$ cat src/rtl/sign_extend_arbiter_pkg.sv
// sign_extend_arbiter_pkg
// Shared definitions for the two-requester sign/zero-extension block:
//   - default datapath and position-code widths
//   - position-code constants (which bit the extension field ends at)
//   - requester-id type
//   - pos_to_bit(): maps a position code to the field width in bits
package sign_extend_arbiter_pkg;

    localparam int unsigned XLEN_DEF  = 32;
    localparam int unsigned POS_W_DEF = 3;

    // Position codes. The field kept is data[P-1:0]; bit P-1 is the sign bit.
    localparam int unsigned POS_BYTE  = 0;  // P = 8
    localparam int unsigned POS_IMM12 = 1;  // P = 12
    localparam int unsigned POS_IMM13 = 2;  // P = 13
    localparam int unsigned POS_HALF  = 3;  // P = 16
    localparam int unsigned POS_IMM21 = 4;  // P = 21
    localparam int unsigned POS_FULL  = 5;  // 5..7 all mean full width

    typedef enum logic {
        ReqId0 = 1'b0,
        ReqId1 = 1'b1
    } req_id_t;

    // Field width for a position code; anything at or above POS_FULL means the
    // whole word passes through untouched.
    function automatic int unsigned pos_to_bit(input int unsigned code,
                                               input int unsigned xlen);
        int unsigned bit_pos;
        case (code)
            POS_BYTE:  bit_pos = 8;
            POS_IMM12: bit_pos = 12;
            POS_IMM13: bit_pos = 13;
            POS_HALF:  bit_pos = 16;
            POS_IMM21: bit_pos = 21;
            default:   bit_pos = xlen;
        endcase
        if (bit_pos > xlen) begin
            bit_pos = xlen;
        end
        return bit_pos;
    endfunction

endpackage

$ cat src/rtl/sign_extend_arbiter_if.sv
// sign_extend_arbiter_if
// Bundles the two requester channels and the response channel.
//   req0_* : decode-stage immediates (valid/data/pos/sext in, ready out of DUT)
//   req1_* : load-unit data          (valid/data/pos/sext in, ready out of DUT)
//   resp_* : registered result       (valid/data/id out of DUT, ready into DUT)
// Modports:
//   slave  : the arbiter itself
//   master : the surroundings (requesters plus result consumer)
interface sign_extend_arbiter_if #(
    parameter int unsigned XLEN  = 32,
    parameter int unsigned POS_W = 3
) ();

    logic             req0_valid;
    logic [XLEN-1:0]  req0_data;
    logic [POS_W-1:0] req0_pos;
    logic             req0_sext;
    logic             req0_ready;

    logic             req1_valid;
    logic [XLEN-1:0]  req1_data;
    logic [POS_W-1:0] req1_pos;
    logic             req1_sext;
    logic             req1_ready;

    logic             resp_valid;
    logic [XLEN-1:0]  resp_data;
    logic             resp_id;
    logic             resp_ready;

    modport slave (
        input  req0_valid, req0_data, req0_pos, req0_sext,
        input  req1_valid, req1_data, req1_pos, req1_sext,
        input  resp_ready,
        output req0_ready, req1_ready,
        output resp_valid, resp_data, resp_id
    );

    modport master (
        output req0_valid, req0_data, req0_pos, req0_sext,
        output req1_valid, req1_data, req1_pos, req1_sext,
        output resp_ready,
        input  req0_ready, req1_ready,
        input  resp_valid, resp_data, resp_id
    );

endinterface

$ cat src/rtl/sign_extend_arbiter_var_sign_extend.sv
// var_sign_extend
// Combinational variable-position sign/zero extension.
//   i_data   : raw value; bits at and above the selected position are ignored
//   i_pos    : position code (see sign_extend_arbiter_pkg)
//   i_sext   : 1 = replicate field MSB upward, 0 = clear upper bits
//   o_result : extended value (full-width codes pass i_data through)
module var_sign_extend
    import sign_extend_arbiter_pkg::*;
#(
    parameter int unsigned XLEN  = XLEN_DEF,
    parameter int unsigned POS_W = POS_W_DEF
) (
    input  logic [XLEN-1:0]  i_data,
    input  logic [POS_W-1:0] i_pos,
    input  logic             i_sext,
    output logic [XLEN-1:0]  o_result
);

    int unsigned     w_bit;
    logic [XLEN-1:0] w_keep_mask;  // ones over the kept field
    logic [XLEN-1:0] w_sign_sel;   // one-hot at the field MSB (empty for full width)
    logic            w_sign;

    always_comb begin
        w_bit       = pos_to_bit(32'(i_pos), XLEN);
        w_keep_mask = '0;
        w_sign_sel  = '0;
        for (int i = 0; i < XLEN; i++) begin
            w_keep_mask[i] = (32'(i) < w_bit);
            // Full width leaves w_sign_sel empty, so sext has no effect there.
            w_sign_sel[i]  = (32'(i) + 32'd1 == w_bit) && (w_bit < XLEN);
        end
        w_sign   = |(i_data & w_sign_sel);
        o_result = (i_data & w_keep_mask) | (~w_keep_mask & {XLEN{i_sext & w_sign}});
    end

endmodule

$ cat src/rtl/sign_extend_arbiter.sv
// sign_extend_arbiter
// Shares one var_sign_extend datapath between two requesters with round-robin
// arbitration and a single registered result stage.
//   clk   : rising-edge clock
//   rst_n : asynchronous active-low reset
//   bus   : sign_extend_arbiter_if.slave
//           req0_*/req1_* valid/ready operand channels, resp_* result channel
// Latency is one cycle; the result register reloads in the same cycle it is
// drained, so back-to-back results flow at one per cycle.
module sign_extend_arbiter
    import sign_extend_arbiter_pkg::*;
#(
    parameter int unsigned XLEN  = XLEN_DEF,
    parameter int unsigned POS_W = POS_W_DEF
) (
    input  logic                  clk,
    input  logic                  rst_n,
    sign_extend_arbiter_if.slave  bus
);

    // ------------------------------------------------------------------
    // State
    // ------------------------------------------------------------------
    logic            r_resp_valid;
    logic [XLEN-1:0] r_resp_data;
    req_id_t         r_resp_id;
    req_id_t         r_last_grant;

    // ------------------------------------------------------------------
    // Arbitration and handshake
    // ------------------------------------------------------------------
    logic             w_out_free;
    logic             w_grant0;
    logic             w_grant1;
    logic             w_ready0;
    logic             w_ready1;
    logic             w_accept;
    req_id_t          w_sel;
    logic [XLEN-1:0]  w_mux_data;
    logic [POS_W-1:0] w_mux_pos;
    logic             w_mux_sext;
    logic [XLEN-1:0]  w_ext_result;

    always_comb begin
        w_out_free = !r_resp_valid || bus.resp_ready;

        // On contention the requester that did not win last time goes next.
        w_grant0 = bus.req0_valid && (!bus.req1_valid || (r_last_grant == ReqId1));
        w_grant1 = bus.req1_valid && (!bus.req0_valid || (r_last_grant == ReqId0));

        // Readies are held low while in reset so nothing is handed off then.
        w_ready0 = w_grant0 && w_out_free && rst_n;
        w_ready1 = w_grant1 && w_out_free && rst_n;
        w_accept = w_ready0 || w_ready1;

        w_sel = w_grant1 ? ReqId1 : ReqId0;

        w_mux_data = bus.req0_data;
        w_mux_pos  = bus.req0_pos;
        w_mux_sext = bus.req0_sext;
        if (w_sel == ReqId1) begin
            w_mux_data = bus.req1_data;
            w_mux_pos  = bus.req1_pos;
            w_mux_sext = bus.req1_sext;
        end
    end

    var_sign_extend #(
        .XLEN  (XLEN),
        .POS_W (POS_W)
    ) u_var_sign_extend (
        .i_data   (w_mux_data),
        .i_pos    (w_mux_pos),
        .i_sext   (w_mux_sext),
        .o_result (w_ext_result)
    );

    // ------------------------------------------------------------------
    // Result register and last-grant tracking
    // ------------------------------------------------------------------
    always_ff @(posedge clk or negedge rst_n) begin
        if (!rst_n) begin
            r_resp_valid <= 1'b0;
            r_resp_data  <= '0;
            r_resp_id    <= ReqId0;
            r_last_grant <= ReqId1;
        end else if (w_accept) begin
            r_resp_valid <= 1'b1;
            r_resp_data  <= w_ext_result;
            r_resp_id    <= w_sel;
            r_last_grant <= w_sel;
        end else if (bus.resp_ready) begin
            r_resp_valid <= 1'b0;
        end
    end

    assign bus.req0_ready = w_ready0;
    assign bus.req1_ready = w_ready1;
    assign bus.resp_valid = r_resp_valid;
    assign bus.resp_data  = r_resp_data;
    assign bus.resp_id    = r_resp_id;

    // ------------------------------------------------------------------
    // Protocol checks: requesters must hold valid and payload until ready.
    // ------------------------------------------------------------------
    a_req0_hold : assert property (@(posedge clk) disable iff (!rst_n)
        (bus.req0_valid && !bus.req0_ready) |=>
            (bus.req0_valid && $stable(bus.req0_data) &&
             $stable(bus.req0_pos) && $stable(bus.req0_sext)));

    a_req1_hold : assert property (@(posedge clk) disable iff (!rst_n)
        (bus.req1_valid && !bus.req1_ready) |=>
            (bus.req1_valid && $stable(bus.req1_data) &&
             $stable(bus.req1_pos) && $stable(bus.req1_sext)));

    a_one_ready : assert property (@(posedge clk) disable iff (!rst_n)
        !(bus.req0_ready && bus.req1_ready));

endmodule

$ cat src/flat_wrapper.sv
// flat-port wrapper written by rule: the top's interface ports become plain ports
module sign_extend_arbiter_flat import sign_extend_arbiter_pkg::*;
#(
    parameter int unsigned XLEN  = XLEN_DEF,
    parameter int unsigned POS_W = POS_W_DEF
)
  (clk, rst_n, bus_req0_valid, bus_req0_data, bus_req0_pos, bus_req0_sext, bus_req1_valid, bus_req1_data, bus_req1_pos, bus_req1_sext, bus_resp_ready, bus_req0_ready, bus_req1_ready, bus_resp_valid, bus_resp_data, bus_resp_id);
  sign_extend_arbiter_if #(.XLEN(XLEN), .POS_W(POS_W)) bus_i ();
  input  logic clk;
  input  logic rst_n;
  input wire logic [$bits(bus_i.req0_valid)-1:0] bus_req0_valid;
  input wire logic [$bits(bus_i.req0_data)-1:0] bus_req0_data;
  input wire logic [$bits(bus_i.req0_pos)-1:0] bus_req0_pos;
  input wire logic [$bits(bus_i.req0_sext)-1:0] bus_req0_sext;
  input wire logic [$bits(bus_i.req1_valid)-1:0] bus_req1_valid;
  input wire logic [$bits(bus_i.req1_data)-1:0] bus_req1_data;
  input wire logic [$bits(bus_i.req1_pos)-1:0] bus_req1_pos;
  input wire logic [$bits(bus_i.req1_sext)-1:0] bus_req1_sext;
  input wire logic [$bits(bus_i.resp_ready)-1:0] bus_resp_ready;
  output wire logic [$bits(bus_i.req0_ready)-1:0] bus_req0_ready;
  output wire logic [$bits(bus_i.req1_ready)-1:0] bus_req1_ready;
  output wire logic [$bits(bus_i.resp_valid)-1:0] bus_resp_valid;
  output wire logic [$bits(bus_i.resp_data)-1:0] bus_resp_data;
  output wire logic [$bits(bus_i.resp_id)-1:0] bus_resp_id;
  assign bus_i.req0_valid = bus_req0_valid;
  assign bus_i.req0_data = bus_req0_data;
  assign bus_i.req0_pos = bus_req0_pos;
  assign bus_i.req0_sext = bus_req0_sext;
  assign bus_i.req1_valid = bus_req1_valid;
  assign bus_i.req1_data = bus_req1_data;
  assign bus_i.req1_pos = bus_req1_pos;
  assign bus_i.req1_sext = bus_req1_sext;
  assign bus_i.resp_ready = bus_resp_ready;
  assign bus_req0_ready = bus_i.req0_ready;
  assign bus_req1_ready = bus_i.req1_ready;
  assign bus_resp_valid = bus_i.resp_valid;
  assign bus_resp_data = bus_i.resp_data;
  assign bus_resp_id = bus_i.resp_id;
  sign_extend_arbiter #(.XLEN(XLEN), .POS_W(POS_W)) u_core (.clk(clk), .rst_n(rst_n), .bus(bus_i));
endmodule
$ cat config.mk
export PLATFORM = sky130hd
export DESIGN_NAME = sign_extend_arbiter_flat
export DESIGN_NICKNAME = d
export VERILOG_FILES = /design/src/rtl/sign_extend_arbiter_pkg.sv /design/src/rtl/sign_extend_arbiter_if.sv /design/src/rtl/sign_extend_arbiter_var_sign_extend.sv /design/src/rtl/sign_extend_arbiter.sv /design/src/flat_wrapper.sv
export SDC_FILE = /design/constraint.sdc
export NUM_CORES = 1
export LEC_CHECK = 0
export CORE_ASPECT_RATIO = 0.75
export CORE_MARGIN = 3
export CORE_UTILIZATION = 36
export CTS_BUF_LIST = sky130_fd_sc_hd__clkbuf_2 sky130_fd_sc_hd__clkbuf_4 sky130_fd_sc_hd__clkbuf_8
export DETAILED_ROUTE_END_ITERATION = 10
export PLACE_DENSITY = 0.83
export RECOVER_POWER = 50
export SLEW_MARGIN = 20
export SYNTH_ARGS = -nofsm -noshare
export SYNTH_HDL_FRONTEND = slang
export SYNTH_SLANG_ARGS = --single-unit
$ cat constraint.sdc
create_clock -name clk -period 1.7 [get_ports clk]
set_clock_uncertainty 0.15 [all_clocks]
set_input_delay 0.425 -clock clk [delete_from_list [all_inputs] [get_ports clk]]
set_output_delay 0.425 -clock clk [all_outputs]
set_load 0.02 [all_outputs]
Word level (Yosys, flattened, before mapping)

Cells that the tools add are included.

$lt $le $gt $ge: 34
Equal/unequal tests: 36
Muxes and demuxes: 8
Bitwise logic cells: 7
Reductions and logical operators: 48

Operators with widths:

| cell                                                                  | count |
|---|---|
| 5-bit by 32-bit equality test with 1-bit output, first input constant | 16 |
| 5-bit by 32-bit < comparator with 1-bit output, first input constant  | 16 |
| 4-bit by 32-bit equality test with 1-bit output, first input constant | 8 |
| 4-bit by 32-bit < comparator with 1-bit output, first input constant  | 8 |
| 3-bit by 32-bit equality test with 1-bit output, first input constant | 4 |
| 3-bit by 32-bit < comparator with 1-bit output, first input constant  | 4 |
| 32-bit bitwise AND                                                    | 3 |
| 2-bit by 32-bit equality test with 1-bit output, first input constant | 2 |
| 1-bit by 32-bit < comparator with 1-bit output, first input constant  | 2 |
| 2-bit by 32-bit < comparator with 1-bit output, first input constant  | 2 |
| 32-bit 2-to-1 mux                                                     | 2 |
| 1-bit logical AND                                                     | 38 |
| 1-bit by 32-bit equality test with 1-bit output, first input constant | 1 |
| 6-bit by 32-bit equality test with 1-bit output, first input constant | 1 |
| 32-bit by 6-bit < comparator with 1-bit output, second input constant | 1 |
| 32-bit NOT                                                            | 1 |
| 32-bit OR                                                             | 1 |
| 32-bit OR reduction                                                   | 1 |
| 6-bit case mux with 5 select lines                                    | 1 |
| 3-bit by 2-bit equality test with 1-bit output, second input constant | 2 |
| 6-bit > comparator, second input constant                             | 1 |
| 1-bit logical OR                                                      | 4 |
| 1-bit 2-to-1 mux                                                      | 4 |
| 3-bit by 1-bit equality test with 1-bit output, second input constant | 1 |
| other kinds (7)                                                       | 9 |

Register bits: 35
Input bits: 77
Output and inout bits: 36
Logic and storage cells: 137

Longest topological paths before layout

Depth after elaboration: 16
Gate-level depth with buffers: 6
Gate-level depth less buffers: 4

Modules after synthesis

A second synthesis with hierarchy kept.

Cells, all modules: 190
Area, all modules: 2459.9 sq um

Modules (own cells, without submodules):

| module              | instances | cells an instance | area each (sq um) | seq. area each (sq um) |
|---|---|---|---|---|
| sign_extend_arbiter | 1         | 121               | 1949.4            | 877.1 |
| var_sign_extend     | 1         | 69                | 510.5             | 0.0 |

Least setup slack after synthesis

Ideal clock, no wire load.

Kind: input port to output port
From: input port bus_req1_valid
To: output port bus_req1_ready
Arrival: 1.397 ns
Data required time: 1.125 ns
Slack: -0.272 ns
Cell stages on the path: 5
Path buffers: 3
Cells stage by stage: a21bo_4 > buf_6 > clkbuf_1 > buf_2 > nor2_1

Longest elaborated chain between the ends: 3

Ends and longest elaborated chain:

| item                            | RTL line                  | source |
|---|---|---|
| start, declared                 | flat_wrapper.sv:15        | `input wire logic [$bits(bus_i.req1_valid)-1:0] bus_req1_valid;` |
| 1-bit logical AND               | sign_extend_arbiter.sv:49 | `w_grant1 = bus.req1_valid && (!bus.req0_valid \|\| (r_last_grant == ReqId0));` |
| 1-bit logical AND (2 in series) | sign_extend_arbiter.sv:53 | `w_ready1 = w_grant1 && w_out_free && rst_n;` |
| end, declared                   | flat_wrapper.sv:21        | `output wire logic [$bits(bus_i.req1_ready)-1:0] bus_req1_ready;` |

Every way passes these cells.

Worst setup path after layout

From: input port bus_req0_data[15]
To: register u_core.r_resp_data[17] (netlist: u_core.bus.resp_data[17])

Longest elaborated chain between the ends: 6

Ends and longest elaborated chain:

| item                 | RTL line                                  | source |
|---|---|---|
| start, declared      | flat_wrapper.sv:12                        | `input wire logic [$bits(bus_i.req0_data)-1:0] bus_req0_data;` |
| 32-bit 2-to-1 mux    | sign_extend_arbiter.sv:61                 | `if (w_sel == ReqId1) begin` |
| 32-bit bitwise AND   | sign_extend_arbiter_var_sign_extend.sv:33 | `w_sign = \|(i_data & w_sign_sel);` |
| 32-bit OR reduction  | sign_extend_arbiter_var_sign_extend.sv:33 |  |
| 1-bit bitwise AND    | sign_extend_arbiter_var_sign_extend.sv:34 | `o_result = (i_data & w_keep_mask) \| (~w_keep_mask & {XLEN{i_sext & w_sign}});` |
| 32-bit bitwise AND   | sign_extend_arbiter_var_sign_extend.sv:34 |  |
| 32-bit OR            | sign_extend_arbiter_var_sign_extend.sv:34 |  |
| end signal, assigned | sign_extend_arbiter.sv:89                 | `r_resp_data <= w_ext_result;` |
| end, declared        | sign_extend_arbiter.sv:25                 | `logic [XLEN-1:0] r_resp_data;` |

Every way passes these cells.
A chain may end at the register's enable or synchronous reset.

==> flow_summary.yaml <==
placement:
  dpl.cell_count: 443
  io_buffer_count: 112
  dp_hpwl_um: 5784
  gp_congestion: 0.8942
synth:
  synthArstFlopShare: 1.000
  syn_avg_cell_area_um2: 8.974
  synthXorXnorAreaFrac: 0
  synthSimpleGateAreaFrac: 0.2200
  synth_top_family_by_area: "compound AO/OA/AOI/OAI gates"
  yosysTopAreaCell: "dfrtp_1"
  synth_seq_cells: 35
  synth_commonest_cells: "34 x dfrtp_1, 34 x nand2_1, 25 x nor2_1, 21 x a31oi_1, 13 x clkbuf_1"
  synthCells: 232
  synthMuxAreaShare: 0.02524
  yosys_most_used_dff: "dfrtp_1"
  ys_types: 44
  synthAdderAreaFrac: 0
  synth_compound_area_frac: 0.2837
  syn-cell-area_um2: 2082
  synth_top_area_frac: 0.4087
  yosys_warnings: 0
  synthesis.nets: 309
  synth_edf_count: 0
  seq_area_frac_synth: 0.4213
  synth_area_leaders: "dfrtp_1 41%, a31oi_1 6.3%, nand2_1 6.1%"
global_route:
  antenna_found_initial: 0
  overflow: 0
  grt_max_degree: 23
  grt_pass1_vias: 2641
  grt_pass1_wl_um: 13170
  track_usage: 0.2485
timing:
  fin_crit_sh: 1.085
  max_slew_margin: 0.6054
  slew_violations: 0
  tightest_slew_ns: 0.5868
  fmax_mhz: 542.2
  finalWorstSetupSlack_ns: -0.1442
  hold_ws_ns: 0.1203
  hold_viol_final: 0
  setup_viol: 26
  timing.final.crit_period_ns: 1.844
  rsz0062_at_grt: "yes"
power:
  p_switching_mw: 1.203
  intPower_mw: 2.156
  clkPwrFrac: 0.205
  seqPwrFrac: 0.335
  power_frac_comb: 0.460
  ir_drop_mv: 0.4228
  p_sw_frac: 0.3581
  power_density_nw_per_um2: 822.6
  leakagePower_nw: 1.731
detailed_routing:
  vias_per_cell: 5.697
  via_count: 2649
  routed_wl_um: 8660
  routedWlPerCell_um: 18.62
  route.detailed.drc: 0
  ant_nets: 0
  dr.pass1.iters: 4
  drtIter0Drc: 144
finish:
  drive_above_1_share: 0.3205
  layout.cells.non_filler: 465
  num-nets-final: 466
  area_growth_pct: 96.15
  antenna_cells: 0
  utilization: 0.7469
floorplanning:
  start_util: 0.3808
  core_um2: 5468
  die_h_um: 71.86
  io_pins: 113
  dieWidth_um: 93.81
  row_count: 23
  die_area_um2: 6741
worst_setup_path:
  start_kind: "input port"
  cp-end-kind: "flop"
  critical_path_class: "input port to flop"
  reg2reg_slack_ns: -0.11
  cp.required_ns: 1.70
  reg2reg_to: "u_core.bus.resp_data[17]$_DFFE_PN0P_"
  reg2reg_from: "u_core.r_last_grant$_DFFE_PN1P_"
  arrival_ns: 1.84
  cp_max_fo: 5
  worst_r2r_path_depth: 5
clocking:
  cts_sinks: 35
  cts_buffers: 5
  h-tree-depth: 2
  clk_latency_ns: 0.28
  cts_tree: "yes"
  cts_hold_buffers: 0
  cts_root_buf: "clkbuf_8"
  clock_path_buffers: 2
  clk_pin_slew_worst_paths_ns: 0.07
min_path:
  min_path_type: "input port to async pin"
run_status:
  status: "finished with violations"
  violations: "negative setup slack"
job:
  max-cap-violations: 0
==> how the worst max path moves through the flow <==
stage               cells after the start                                    to                             from  slack (ns)
floorplan                               5  u_core.bus.resp_data[21]$_DFFE_PN0P_                  bus_req0_pos[0]       -0.12
global placement                        5                        bus_req0_ready                   bus_req1_valid       -0.70
detailed placement                      6  u_core.bus.resp_data[28]$_DFFE_PN0P_                  bus_req0_pos[0]       -0.75
CTS                                     4                        bus_req0_ready  u_core.r_last_grant$_DFFE_PN1P_       -0.12
global route                            4                        bus_req1_ready  u_core.r_last_grant$_DFFE_PN1P_       -0.18
finish                                  5  u_core.bus.resp_data[17]$_DFFE_PN0P_                bus_req0_data[15]       -0.14
==> placed cells by master (no fill, tap or decap), types with 11 or more instances in the layout <==
cell / n
clkdlybuf4s50_1: 57
a41oi_2: 11
buf_6: 15
dfrtp_1: 34
buf_4: 37
nand2_1: 32
a31oi_1: 17
dlygate4sd2_1: 44
and3_1: 12
nor2_1: 23
==> final cells by class <==
| type | count | area [um^2] |
|---|---|---|
| multi-input cells | 174 | 1401 |
| well taps | 75 | 93.84 |
| repair buffers | 170 | 1597 |
| fillers | 364 | 1384 |
| clock buffers | 8 | 103.9 |
| inverters | 3 | 11.26 |
| flip-flops and latches | 35 | 877.1 |
==> layer usage <==
metal | global-route usage | vias up | routed length [um]
met1 | 0.3178 | 1295 | 3567
met3 | 0.05666 | 16 | 651
met4 | 0.05769 | 0 | 146
met5 | 0 | - | 0
met2 | 0.4304 | 129 | 4295
li1 | - | 1209 | -
==> worst max-delay path, stage by stage <==
cell       delay (ns)
buf_2            0.12
mux4_2           0.51
and4_4           0.23
a2111oi_4        0.46
a21oi_1          0.09
==> sequential cells by signal, indices dropped and copies added (netlist names) <==
name,flops
u_core.bus.resp_valid,1
u_core.bus.resp_id,1
u_core.r_last_grant,1
u_core.bus.resp_data,32
==> power groups by stage <==
stage | registers (mW) | clock network, mW | logic, mW
floorplan | 1.34 | 0 | 0.421
global placement | 1.13 | 0 | 1.39
detailed placement | 1.13 | 0 | 1.43
CTS | 1.12 | 0.689 | 1.44
global route | 1.15 | 0.729 | 1.64
finish | 1.12 | 0.688 | 1.55
==> stage by stage <==
stage               setup slack [ns]  setup TNS (ns)  area, um^2  power, mW
finish                       -0.1442          -1.759        4084      3.359
global route                 -0.1821          -3.120        4084      3.517
CTS                          -0.1248          -1.390        3950      3.248
detailed placement           -0.7520          -22.32        3586      2.559
global placement             -0.6986          -21.11        3586      2.526
floorplan                    -0.1154          -1.879        2108      1.764
==> logic make-up after synthesis <==
logic type      after synthesis
simple gates                 96
compound gates               74
flops                        35
buf+inv                      23
mux                           4
==> timing repair <==
action | CTS | global route
pin swaps | 18 | 17
gates cloned | 2 | 1
setup buffers | 8 | 3
endpoints found under the hold margin | 0 | 0
endpoints found under the setup margin | 69 | 31
gates resized for setup | 134 | 25
Note: power is estimated with default switching activity, not from simulation.
==> variant (same settings) <==
Set the package constant `XLEN_DEF` to 48 (it was 32).
--- a/src/rtl/sign_extend_arbiter_pkg.sv
+++ b/src/rtl/sign_extend_arbiter_pkg.sv
@@ -7,5 +7,5 @@
 package sign_extend_arbiter_pkg;
 
-    localparam int unsigned XLEN_DEF  = 32;
+    localparam int unsigned XLEN_DEF  = 48;
     localparam int unsigned POS_W_DEF = 3;
 
Interface: changed (resized bus_req0_data, bus_req1_data and bus_resp_data); port bits go from 113 to 161. No check against the original RTL was run, so the function may have changed too.
==> variant against the original RTL <==
The flow still finishes with violations (negative setup slack); final cell count up 29%; count of clock-buffer cells in the layout fell by 3; design area grew 35%; clock power up 30%; setup slack lost 0.18 ns; total power grew 44%; first-iteration DRC count up 51%; sequential cell count increased by 16; global-route usage rose by 2.8 points; area after synthesis grew 32%; wire length increased by 46%; via count up 33%; highest routed layer unchanged.
==> variant: results (changes against the original RTL) <==
- Status: complete, but fails checks (unchanged)
- Failing checks: negative setup slack (unchanged)
- Slowest stage cell, crit path: dfstp_2 (was mux4_2)
- Number of flip-flops in the largest register: 48 (was 32)
- Final std cells w/o fill: 598 (was 465)
- Max rail drop VDD: 0.000485 V (was 0.000423 V)
- Worst-path fanout max: 8 (was 5)
- Area after DPL: 0.00472 sq mm (was 0.00359 sq mm)
- Largest net degree at the start of global routing: 44 (was 23)
- Gr usage total: 0.277 (was 0.249)
- Global-route wire length before repair: 18900 um (was 13200 um)
- Post-DP HPWL: 7830 um (was 5780 um)
- Synth area leaders: dfrtp_1 (46%), a221oi_1 (9.9%), o22ai_1 (7.3%) (was dfrtp_1 (41%), a31oi_1 (6.3%), nand2_1 (6.1%))
- R2R cell count: 8 (was 5)
- Placed instance count: 565 (was 443)
- Top cells by count, synth: dfrtp_1 (50), nor2_1 (49), o22ai_1 (32), a221oi_1 (31), nand2_1 (26) (was dfrtp_1 (34), nand2_1 (34), nor2_1 (25), a31oi_1 (21), clkbuf_1 (13))
- Number of global-route vias before repair: 3689 (was 2641)
- Final worst setup slack: -0.323 ns (was -0.144 ns)
- TritonRoute pass-1 iters: 5 (was 4)
- Cell variety after synth: 42 (was 44)
- Largest delay share family, worst path: flip-flops (was compound AO/OA/AOI/OAI gates)
- Mean Syn Cell Area: 9.37 sq um (was 8.97 sq um)
- Worst skew pair latency: 0.31 ns (was 0.28 ns)
- Gpl congestion: 0.836 (was 0.894)
- Slew at the pin closest to its max-slew limit: 0.985 ns (was 0.587 ns)
- Arrival @ worst endpoint: 2.07 ns (was 1.84 ns)
- DR WL/cell: 21.1 um (was 18.6 um)
- Switch Pwr: 1.83 mW (was 1.20 mW)
- Final setup vio count: 43 (was 26)
- Nets@finish: 608 (was 466)
==> variant: changes by cell type after synthesis, sizes merged, moves of 11 or more <==
cell / unedited run / this run
a221oi: 0 / 31
a31oi: 21 / 8
a41oi: 11 / 0
dfrtp: 34 / 50
nor2: 25 / 49
o22ai: 1 / 32
==> variant: stage by stage <==
stage	setup slack (ns)	setup TNS, ns
after floorplan	-0.192	-5.44
after global placement	-1.05	-41.76
after detailed placement	-1.11	-44.04
after CTS	-0.255	-7.94
after global routing	-0.351	-11.26
final	-0.323	-9.00
==> variant: timing repair <==
item	in CTS	in global routing
resized for setup	166	38
pin swaps	34	6
setup buffers	17	5
setup endpoints to repair	100	51
cloned	5	1
==> variant: area by class of cell <==
class                      instances  area [sq um]
clock buffer                       5          68.8
clock inverter                     3          46.3
fill                             503          1580
inverter                           1          3.75
multi-input combinational        213          1850
sequential                        51          1280
tap                               98           123
timing repair buffer             227          2150
==> variant: final timing paths <==
kind,slack (ns),from,endpoint
hold / removal,0.17,rst_n,u_core.bus.resp_valid$_DFFE_PN0P_
min in group clk,0.36,u_core.bus.resp_data[12]$_DFFE_PN0P_,u_core.bus.resp_data[12]$_DFFE_PN0P_
setup / recovery,-0.32,u_core.r_last_grant$_DFFE_PN1P_,u_core.bus.resp_data[14]$_DFFE_PN0P_
max in group asynchronous,0.31,rst_n,u_core.bus.resp_data[42]$_DFFE_PN0P_
hold reg to reg,0.36,u_core.bus.resp_data[12]$_DFFE_PN0P_,u_core.bus.resp_data[12]$_DFFE_PN0P_
setup reg to reg,-0.32,u_core.r_last_grant$_DFFE_PN1P_,u_core.bus.resp_data[14]$_DFFE_PN0P_
==> variant: cell families (layout without fill, tap and decap cells) <==
logic type | Yosys count | in the layout | synth area share
AOI/OAI and AO/OA | 102 | 102 | 0.273
buffers and inverters | 31 | 236 | 0.0469
DFF | 51 | 51 | 0.465
muxes | 12 | 12 | 0.0551
and+or+nand+nor | 97 | 99 | 0.159
==> variant: layer usage <==
layer | part of all wire | wire length, um | vias to the layer above | GRT usage
met5 | 0 | 0 | - | 0
met4 | 0.017 | 209 | 0 | 0.0983
met3 | 0.081 | 1020 | 24 | 0.0597
met2 | 0.50 | 6300 | 203 | 0.474
met1 | 0.40 | 5090 | 1743 | 0.350
li1 | - | - | 1550 | -
==> variant: power groups by stage <==
stage                     Sequential, mW  Combinational [mW]  Clock (mW)
after global placement              1.64                1.94           0
after global routing                1.66                2.46       0.943
final                               1.63                2.32       0.895
after detailed placement            1.65                1.98           0
after CTS                           1.63                2.09       0.895
after floorplan                     1.95               0.593           0
